--- config.mk ---
export PLATFORM = sky130hd
export DESIGN_NAME = block_render_fsm
export DESIGN_NICKNAME = d
export VERILOG_FILES = /design/src/rtl/render_pkg.sv /design/src/rtl/rect_sweep.sv /design/src/rtl/block_render_fsm.sv
export SDC_FILE = /design/constraint.sdc
export NUM_CORES = 1
export LEC_CHECK = 0
export CAP_MARGIN = 20
export CORE_MARGIN = 2
export CORE_UTILIZATION = 35
export DETAILED_ROUTE_END_ITERATION = 8
export PLACE_DENSITY = 0.61
export SYNTH_ARGS = -nofsm -noshare
export SYNTH_HDL_FRONTEND = slang
export SYNTH_SLANG_ARGS = --single-unit
--- constraint.sdc ---
create_clock -name clk -period 6.5 [get_ports clk]
set_input_delay 1.95 -clock clk [delete_from_list [all_inputs] [get_ports clk]]
set_output_delay 1.95 -clock clk [all_outputs]
set_load 0.01 [all_outputs]
--- src/rtl/render_pkg.sv ---
`default_nettype none
// ============================================================================
// Module      : render_pkg
// Description : Shared encodings for the block renderer: game status codes,
//               renderer FSM states and default colours.
// Revision    : 1.0 - initial release
// ============================================================================
package render_pkg;

    // Game status codes produced by the game logic; 2'b11 behaves as START
    localparam logic [1:0] ST_START     = 2'b00;
    localparam logic [1:0] ST_PLAYING   = 2'b01;
    localparam logic [1:0] ST_GAME_OVER = 2'b10;

    // Renderer sequencing states
    typedef enum logic [1:0] {
        IDLE  = 2'd0,
        ERASE = 2'd1,
        DRAW  = 2'd2,
        CLEAR = 2'd3
    } render_state_t;

    // Default colours
    localparam logic [2:0] DEF_BG_COLOUR    = 3'b000;
    localparam logic [2:0] DEF_BLOCK_COLOUR = 3'b111;

endpackage
`default_nettype wire

--- src/rtl/rect_sweep.sv ---
`default_nettype none
// ============================================================================
// Module      : rect_sweep
// Description : Raster walk over a rectangle, one pixel per clock, column
//               fastest. Pixel coordinates and the on-screen flag are
//               registered; the first pixel appears the cycle after start.
// Revision    : 1.0 - initial release
// ============================================================================
module rect_sweep #(
    parameter int CLIP_W = 160,
    parameter int CLIP_H = 120
) (
    input  logic       clk,
    input  logic       resetn,
    input  logic       start,
    input  logic [7:0] org_x,
    input  logic [6:0] org_y,
    input  logic [7:0] width,
    input  logic [6:0] height,
    output logic [7:0] px,
    output logic [6:0] py,
    output logic       visible,
    output logic       last
);

    localparam logic [8:0] C_CLIP_W = 9'(CLIP_W);
    localparam logic [7:0] C_CLIP_H = 8'(CLIP_H);

    logic [7:0] r_ox;
    logic [6:0] r_oy;
    logic [7:0] r_w;
    logic [6:0] r_h;
    logic [7:0] r_c;
    logic [6:0] r_r;
    logic       r_active;
    logic [7:0] r_px;
    logic [6:0] r_py;
    logic       r_vis;
    logic       r_last;

    logic       w_col_wrap;
    logic [7:0] w_c_nxt;
    logic [6:0] w_r_nxt;
    logic [7:0] w_base_x;
    logic [6:0] w_base_y;
    logic [7:0] w_dim_w;
    logic [6:0] w_dim_h;
    logic [7:0] w_off_c;
    logic [6:0] w_off_r;
    logic [8:0] w_sum_x;
    logic [7:0] w_sum_y;
    logic       w_in;
    logic       w_last_nxt;

    // Next counter position and the pixel it maps to; a start restarts at the
    // new origin so the sums are taken at full width to catch off-screen pixels
    always_comb begin
        w_col_wrap = (r_c == (r_w - 8'd1));
        w_c_nxt    = w_col_wrap ? 8'd0 : (r_c + 8'd1);
        w_r_nxt    = w_col_wrap ? (r_r + 7'd1) : r_r;
        w_base_x   = start ? org_x  : r_ox;
        w_base_y   = start ? org_y  : r_oy;
        w_dim_w    = start ? width  : r_w;
        w_dim_h    = start ? height : r_h;
        w_off_c    = start ? 8'd0   : w_c_nxt;
        w_off_r    = start ? 7'd0   : w_r_nxt;
        w_sum_x    = {1'b0, w_base_x} + {1'b0, w_off_c};
        w_sum_y    = {1'b0, w_base_y} + {1'b0, w_off_r};
        w_in       = (w_sum_x < C_CLIP_W) && (w_sum_y < C_CLIP_H);
        w_last_nxt = (w_off_c == (w_dim_w - 8'd1)) && (w_off_r == (w_dim_h - 7'd1));
    end

    // Sweep state: latch geometry on start, advance one pixel per cycle
    always_ff @(posedge clk) begin
        if (!resetn) begin
            r_ox     <= 8'd0;
            r_oy     <= 7'd0;
            r_w      <= 8'd0;
            r_h      <= 7'd0;
            r_c      <= 8'd0;
            r_r      <= 7'd0;
            r_active <= 1'b0;
            r_px     <= 8'd0;
            r_py     <= 7'd0;
            r_vis    <= 1'b0;
            r_last   <= 1'b0;
        end else if (start) begin
            r_ox     <= org_x;
            r_oy     <= org_y;
            r_w      <= width;
            r_h      <= height;
            r_c      <= 8'd0;
            r_r      <= 7'd0;
            r_active <= 1'b1;
            r_px     <= w_sum_x[7:0];
            r_py     <= w_sum_y[6:0];
            r_vis    <= w_in;
            r_last   <= w_last_nxt;
        end else if (r_active) begin
            if (r_last) begin
                r_active <= 1'b0;
                r_vis    <= 1'b0;
                r_last   <= 1'b0;
            end else begin
                r_c    <= w_c_nxt;
                r_r    <= w_r_nxt;
                r_px   <= w_sum_x[7:0];
                r_py   <= w_sum_y[6:0];
                r_vis  <= w_in;
                r_last <= w_last_nxt;
            end
        end
    end

    assign px      = r_px;
    assign py      = r_py;
    assign visible = r_vis;
    assign last    = r_last;

endmodule
`default_nettype wire

--- src/rtl/block_render_fsm.sv ---
`default_nettype none
// ============================================================================
// Module      : block_render_fsm
// Description : Redraws the moving block on each frame tick (erase old
//               footprint, draw new one) and clears the screen once on entry
//               to game-over. Emits at most one pixel write per clock.
// Revision    : 1.0 - initial release
// ============================================================================
module block_render_fsm
    import render_pkg::*;
#(
    parameter int         BLOCK_W      = 20,
    parameter int         BLOCK_H      = 4,
    parameter int         SCREEN_W     = 160,
    parameter int         SCREEN_H     = 120,
    parameter logic [2:0] BG_COLOUR    = DEF_BG_COLOUR,
    parameter logic [2:0] BLOCK_COLOUR = DEF_BLOCK_COLOUR
) (
    input  logic       clk,
    input  logic       resetn,
    input  logic       sync,
    input  logic [7:0] x,
    input  logic [7:0] prev_x,
    input  logic [6:0] y,
    input  logic [1:0] game_status,
    output logic [7:0] vga_x,
    output logic [6:0] vga_y,
    output logic [2:0] colour,
    output logic       plot,
    output logic       busy
);

    localparam logic [7:0] C_BLOCK_W  = 8'(BLOCK_W);
    localparam logic [6:0] C_BLOCK_H  = 7'(BLOCK_H);
    localparam logic [7:0] C_SCREEN_W = 8'(SCREEN_W);
    localparam logic [6:0] C_SCREEN_H = 7'(SCREEN_H);

    render_state_t r_state;
    render_state_t w_state_next;
    logic [7:0]    r_x_l;
    logic [6:0]    r_y_l;
    logic          r_cleared;
    logic [2:0]    r_colour;
    logic          r_busy;

    logic          w_latch;
    logic          w_cleared_next;
    logic [2:0]    w_colour_next;
    logic          w_sw_start;
    logic [7:0]    w_sw_org_x;
    logic [6:0]    w_sw_org_y;
    logic [7:0]    w_sw_w;
    logic [6:0]    w_sw_h;
    logic [7:0]    w_sw_px;
    logic [6:0]    w_sw_py;
    logic          w_sw_vis;
    logic          w_sw_last;

    rect_sweep #(
        .CLIP_W (SCREEN_W),
        .CLIP_H (SCREEN_H)
    ) u_sweep (
        .clk     (clk),
        .resetn  (resetn),
        .start   (w_sw_start),
        .org_x   (w_sw_org_x),
        .org_y   (w_sw_org_y),
        .width   (w_sw_w),
        .height  (w_sw_h),
        .px      (w_sw_px),
        .py      (w_sw_py),
        .visible (w_sw_vis),
        .last    (w_sw_last)
    );

    // Next-state logic: pick the sweep to launch and its colour; a new sweep
    // is launched on the last pixel of ERASE so DRAW follows with no gap
    always_comb begin
        w_state_next   = r_state;
        w_latch        = 1'b0;
        w_cleared_next = r_cleared;
        w_colour_next  = r_colour;
        w_sw_start     = 1'b0;
        w_sw_org_x     = prev_x;
        w_sw_org_y     = y;
        w_sw_w         = C_BLOCK_W;
        w_sw_h         = C_BLOCK_H;
        case (r_state)
            IDLE: begin
                if (game_status != ST_GAME_OVER) begin
                    w_cleared_next = 1'b0;
                end
                if (sync && (game_status == ST_PLAYING)) begin
                    w_latch       = 1'b1;
                    w_sw_start    = 1'b1;
                    w_colour_next = BG_COLOUR;
                    w_state_next  = ERASE;
                end else if (sync && (game_status == ST_GAME_OVER) && !r_cleared) begin
                    w_sw_start    = 1'b1;
                    w_sw_org_x    = 8'd0;
                    w_sw_org_y    = 7'd0;
                    w_sw_w        = C_SCREEN_W;
                    w_sw_h        = C_SCREEN_H;
                    w_colour_next = BG_COLOUR;
                    w_state_next  = CLEAR;
                end
            end
            ERASE: begin
                if (w_sw_last) begin
                    w_sw_start    = 1'b1;
                    w_sw_org_x    = r_x_l;
                    w_sw_org_y    = r_y_l;
                    w_colour_next = BLOCK_COLOUR;
                    w_state_next  = DRAW;
                end
            end
            DRAW: begin
                if (w_sw_last) begin
                    w_state_next = IDLE;
                end
            end
            CLEAR: begin
                if (w_sw_last) begin
                    w_cleared_next = 1'b1;
                    w_state_next   = IDLE;
                end
            end
            default: begin
                w_state_next = IDLE;
            end
        endcase
    end

    // State register plus latched block position, one-shot clear flag and
    // registered colour/busy outputs
    always_ff @(posedge clk) begin
        if (!resetn) begin
            r_state   <= IDLE;
            r_x_l     <= 8'd0;
            r_y_l     <= 7'd0;
            r_cleared <= 1'b0;
            r_colour  <= 3'b000;
            r_busy    <= 1'b0;
        end else begin
            r_state   <= w_state_next;
            r_cleared <= w_cleared_next;
            r_colour  <= w_colour_next;
            r_busy    <= (w_state_next != IDLE);
            if (w_latch) begin
                r_x_l <= x;
                r_y_l <= y;
            end
        end
    end

    assign vga_x  = w_sw_px;
    assign vga_y  = w_sw_py;
    assign plot   = w_sw_vis;
    assign colour = r_colour;
    assign busy   = r_busy;

endmodule
`default_nettype wire

==> impl_metrics.ini <==
[clocking]
cts_sinks = 83
clkTransAtPathRegs_ps = 70
cts_setup_buffers = 0
cts.htree.levels = 3
cts_tree = built
clk_path_buf_depth = 2
root_buffer = clkbuf_16
numCtsBuffers = 9
cts-resized-gates = 0
hold_buffers = 0
clk_latency_ps = 360

[detailed_routing]
dr.pass1.iters = 5
via_count = 4427
wl_per_cell_um = 15.14
vias_per_cell = 5.178
drt_iter0_markers = 254
routed_wl_um = 12940
drc = 0
ant_nets = 0

[final_layout]
fin_nets = 720
final_area_um2 = 5916
area_growth_pct = 18.56
fillers = 1433
postLayoutCoreUtil_pct = 42.62
regArea_um2 = 1662
multi_input_area_um2 = 3098
drive_gt1_share_pct = 6.222
n_antenna_cell = 0

[worst_setup_path]
crit_required_ps = 6750
worst-setup-path-type = in -> reg
path_cells = clkdlybuf4s50_1 -> nand4bb_1 -> nor2_1 -> mux2i_1 -> a211oi_1 -> ha_1 -> a21o_1 -> a21oi_1 -> o21ai_0 -> a21oi_1 -> o21ai_0 -> a21oi_1 -> xnor2_1 -> o21ai_0 -> a32o_1
critPathArrivalTime_ps = 5560
crit_path_end_kind = register
cp_max_fo = 4
cpPeakStageDelay_ps = 550
slowest_stage = a211oi_1
worstSetupStartpointType = input port

[floorplanning]
start_util_pct = 35.95
dieArea_um2 = 15230
die_height_um = 123.4
coreArea_um2 = 13880
num_rows = 43
die_w_um = 123.4
ioPinCount = 48

[sta]
tightestPinTransition_ps = 918.5
max_freq_mhz = 188.3
slew_headroom_pct = 38.54
setup_tns_ps = 0
finalCritPeriodShare_pct = 81.72
clock_skew_ps = 9.879
rsz0062_at_grt = false
setup_ws_ps = 1188
slew_viol_final = 0
setup_viol = 0
period_minus_slack_ps = 5312
hold_violations = 0

[place]
dp.final_hpwl_um = 9474
gp_congestion = 0.9055
io_buffers = 47
pre_cts_ws_ps = 814.4
place_area_um2 = 5590

[synth]
syn_nets = 688
synthAdderAreaFrac_pct = 5.817
synthXorXnorAreaFrac_pct = 8.852
avgSynthCellArea_um2 = 7.821
synth_edf_count = 0
syn_area_um2 = 4990
yosysTopAreaCellShare_pct = 33.30
synthMuxAreaShare_pct = 1.404
synth-seq-cells = 83
synthArstFlopShare_pct = 0
yosysTopAreaCell = dfxtp_1
synth_cell_types = 68
ys_seq_area_share_pct = 33.30
yosys-top-cells-area = dfxtp_1, nand2_1, xnor2_1, ha_1, a21boi_0
synth_top_family_by_area = simple AND/OR/NAND/NOR gates
post-synth-top-count-cell = nand2_1
synth-simple-area-share_pct = 26.53
synth-main-ff-cell = dfxtp_1
yosys_warnings = 0
netlist_instances = 638
synth_common_cells = nand2_1, dfxtp_1, nor2_1
synth_compound_area_share_pct = 19.38

[global_route]
grt_overflow_total = 0
grt_use_total_pct = 17.58
grt_pass1_wl_um = 20580
antenna_found_initial = 0
grt_max_degree = 59
grt_pass1_vias = 4174

[power_and_ir_drop]
switching_share_pct = 27.20
p_comb_share_pct = 13.6
power.density_nw_per_um2 = 210.2
total_power_mw = 1.243
p_clk_share_pct = 43.1
pwr-share-seq_pct = 43.3
p_int_mw = 0.9050
p_sw_mw = 0.3382
power_leakage_nw = 2.288
peakVddDrop_mv = 0.1132

[hold_path]
worstHoldPathType = reg -> reg

[flow_run]
drv_cap = 0

[status]
status = finished, final reports clean
through the flow:
step                std cells  hold slack (ps)
detailed placement        838            454.5
finish                    855            460.7
CTS                       854            463.8
floorplan                 638            440.3
global route              855            478.7
global placement          838            447.6
final timing paths:
path	from	endpoint	slack [ps]	cells after the start
max	game_status[1]	u_sweep.visible	1190	15
min	r_x_l[7]	r_x_l[7]	460	2
max reg2reg	u_sweep.r_w[0]	u_sweep.visible	2080	21
min reg2reg	r_x_l[7]	r_x_l[7]	460	2
power groups by stage:
stage	logic (mW)	registers [mW]	clock network [mW]
floorplan	0.110	0.548	0
global placement	0.167	0.549	0
detailed placement	0.169	0.550	0
CTS	0.170	0.538	0.548
global route	0.186	0.540	0.567
finish	0.169	0.538	0.536
cell type report:
type                       count  area share, %
multi-input combinational    499          52.37
sequential                    83          28.09
timing repair buffer          55          9.095
clock buffer                   9          3.807
tap                          180          3.807
clock inverter                 7          1.438
inverter                      22          1.396
metal layers:
metal  vias up  global-route usage, %  wire, um
met2        86                  30.29      6460
met3        15                  4.382       544
li1       2233                      -         -
met5         -                      0         0
met1      2093                  21.50      5733
met4         0                  5.469       203
flip-flops by register name, indices dropped and copies added, names as in the netlist:
| signal | count |
|---|---|
| busy | 1 |
| colour | 1 |
| r_cleared | 1 |
| r_state | 2 |
| r_x_l | 8 |
| r_y_l | 7 |
| u_sweep.last | 1 |
| u_sweep.px | 8 |
| u_sweep.py | 7 |
| u_sweep.r_active | 1 |
| u_sweep.r_c | 8 |
| u_sweep.r_h | 7 |
| u_sweep.r_ox | 8 |
| u_sweep.r_oy | 7 |
| u_sweep.r_r | 7 |
| u_sweep.r_w | 8 |
| u_sweep.visible | 1 |
cells in the final DEF (no fill, tap or decap), types with 3 or more instances in the layout:
| master | instances |
|---|---|
| clkbuf_16 | 9 |
| a21oi_2 | 3 |
| buf_4 | 7 |
| o21bai_1 | 4 |
| inv_1 | 22 |
| o31ai_1 | 3 |
| o21ai_0 | 29 |
| and3_1 | 5 |
| nor2_1 | 58 |
| a31oi_1 | 8 |
| nand2_1 | 120 |
| clkdlybuf4s50_1 | 47 |
| nor4_1 | 3 |
| a21boi_0 | 30 |
| and2_1 | 21 |
| mux2i_1 | 7 |
| nand2b_1 | 6 |
| nor3_1 | 7 |
| nor2b_1 | 15 |
| a21oi_1 | 33 |
| xor2_1 | 17 |
| nand3_1 | 16 |
| nand3b_1 | 6 |
| dfxtp_1 | 83 |
| xnor2_1 | 29 |
| a21o_1 | 5 |
| ha_1 | 20 |
critical path, delay by kind of cell:
family,cells,cell delay [ps]
fa+ha+maj,1,340
buf+inv,1,410
compound gates,9,1930
mux,1,130
simple gates,2,610
xor+xnor,1,170
cells by family after synthesis:
| logic type | after synthesis |
|---|---|
| adder cells (fa/ha/maj) | 22 |
| buffers and inverters | 56 |
| flip-flops | 83 |
| multiplexers | 7 |
| XOR/XNOR | 48 |
| AND/OR/NAND/NOR | 278 |
| AO/OA/AOI/OAI | 144 |
Note: power is estimated with default switching activity, not from simulation.
==> edit, RTL diff (same flow settings) <==
Register the outputs `vga_x`, `vga_y` and `plot`, with the module's reset; this adds one clock of latency there. The other outputs are not delayed to match.
--- a/src/rtl/block_render_fsm.sv
+++ b/src/rtl/block_render_fsm.sv
@@ -153,9 +153,17 @@
         end
     end
 
-    assign vga_x  = w_sw_px;
-    assign vga_y  = w_sw_py;
-    assign plot   = w_sw_vis;
+    always_ff @(posedge clk) begin
+        if (!resetn) begin
+            vga_x <= '0;
+            vga_y <= '0;
+            plot  <= '0;
+        end else begin
+            vga_x <= w_sw_px;
+            vga_y <= w_sw_py;
+            plot  <= w_sw_vis;
+        end
+    end
     assign colour = r_colour;
     assign busy   = r_busy;
 
Formal check against the unedited RTL: not equivalent (a bounded check fails within 4 cycles, from zero or initial values and one cycle with resetn low).
==> edit against the original RTL <==
  * Area after synthesis is 11% higher
  * Power is 14% higher
  * Critical path type unchanged
  * Setup slack worse by 0.36 ns
  * Sequential cell count increased by 16
  * Wire length increased by 9.2%
  * Design area is 9.3% higher
  * Register-to-register slack lost 0.16 ns
  * Core utilization is 1.5 points lower
  * Sequential power up 20%
==> edit: results (changes against the original RTL) <==
The min-delay analysis places its worst path in the category reg -> reg. The highest routed metal layer is met4. The H-tree depth came out at 3 (unchanged). For this run, the leading register cell type out of synthesis is dfxtp_1. The maximum number of buffers from clock root to sink is 2 (unchanged). The via count of the first global-routing pass came out at 4329 (+3.7%).

The post-CTS setup buffer count came out at 0 (unchanged). The xor/xnor cell area share of the yosys netlist came out at 0.0750 (-0.0135). By area the synthesized netlist is led by dfxtp_1, nand2_1, a21oi_1. The clock tree skew after final layout is 0.00862 ns (-0.00126 ns).

The routed length on met1 came out at 7.15 mm (+25%). The maximum single-stage delay on the critical path is 0.62 ns (+0.07 ns). The maximum VDD drop came to 0.122 mV (+7.8%).

The first-iteration detailed-routing DRC count came out at 350 (+38%). By area, the combinational part of the netlist is dominated by simple AND/OR/NAND/NOR gates. The detailed route wirelength on metal2 is 6.21 mm (-3.8%). The number of distinct standard cells referenced by the synthesized netlist came out at 71 (+4.4%).

The placed wire-length estimate after detailed placement came to 10.2 mm (+7.6%). The first-pass GRT wire length came out at 22.9 mm (+11%). The length of routed met3 wiring is 440 um (-19%). The total length of routed wires is 14.1 mm (+9.2%).

The pin count of the biggest net entering global routing is 37 (-37%). The run finished with clean final reports. The routed via count came out at 4766 (+7.7%). The maximum fanout along the worst path is 13 (+9).

The area share of fa/ha/maj cells after synthesis came out at 0.0523 (-0.00590). The weighted congestion at the end of routability-driven global placement is 0.816 (-9.9%). The post-synthesis compound-gate area fraction is 0.185 (-0.00929).

The sequential cell area fraction in the yosys report came out at 0.357 (+0.0239). The number of nets in the final layout came out at 765 (+6.3%). The share of cell area taken by muxes after synthesis is 0.0131 (-0.000973). For this design, the slowest cell found on the critical path is and3b_1. Among cell families on the critical path, the largest total delay comes from compound AO/OA/AOI/OAI gates. The leakage component of the power came to 2.50 nW (+9.2%).

The ratio of cells with drive above 1 in the final layout is 0.0611 (-0.00111). The worst reg-to-reg setup slack is 1.92 ns (-0.16 ns). The clock latency on the worst-skew pair is 0.36 ns (about the same).

Counting instances in the post-synthesis netlist gives the leading cell types as nand2_1, dfxtp_1, a21oi_1. The CTS buffer count is 9 (unchanged). The synthesized netlist net count is 747 (+8.6%). The overall track demand over capacity in global routing is 0.174 (-0.00144).

The initial antenna violation count came out at 0 (unchanged). The data arrival time at the worst-slack endpoint is 5.94 ns (+0.38 ns). The max-slew headroom at the worst pin is 0.347 (-0.0388).
==> edit: worst paths after layout <==
kind                        from         endpoint  cells after the start
setup / recovery            sync  u_sweep.visible                     15
hold / removal     u_sweep.px[3]    u_sweep.px[3]                      2
setup reg to reg  u_sweep.r_w[0]  u_sweep.visible                     19
hold reg to reg    u_sweep.px[3]    u_sweep.px[3]                      2
==> edit: through the flow <==
stage               total power [mW]  hold WS [ns]  setup slack (ns)  area, sq um  instances
floorplan                      0.783         0.420              1.39         5550        697
global placement               0.852         0.441             0.608         6150        920
detailed placement             0.851         0.443             0.538         6150        920
CTS                             1.43         0.454             0.888         6470        936
global route                    1.48         0.472             0.328         6470        936
finish                          1.41         0.449             0.825         6470        936
==> edit: power by group <==
group          switching (mW)  total [mW]  leakage, nW  internal (mW)
combinational           0.107       0.191         1.54         0.0845
clock                   0.266       0.575        0.152          0.309
sequential             0.0149       0.648        0.804          0.633
total                   0.387        1.41         2.50           1.03
==> edit: worst min-delay path, stage by stage (launching register included) <==
cell and delay [ns]:
dfxtp_1 0.31, nand2_1 0.05, a21oi_1 0.05
==> edit: layout make-up <==
type | count | area [sq um]
inverter | 17 | 63.8
sequential | 99 | 1980
fill | 1597 | 9250
tap | 216 | 270
clock inverter | 7 | 91.3
clock buffer | 9 | 225
timing repair buffer | 58 | 553
multi-input combinational | 530 | 3280
==> edit: kinds of logic after synthesis <==
family,Yosys count
buffers and inverters,68
xor gates and xnor gates,46
muxes,7
and+or+nand+nor,293
AOI/OAI and AO/OA,162
DFF,99
adders and majority gates,22
==> edit: per-layer routing <==
metal / vias to the layer above / track usage
met3: 22 / 0.0250
met1: 2202 / 0.247
met4: 0 / 0.0740
li1: 2449 / -
met5: - / 0
met2: 93 / 0.265
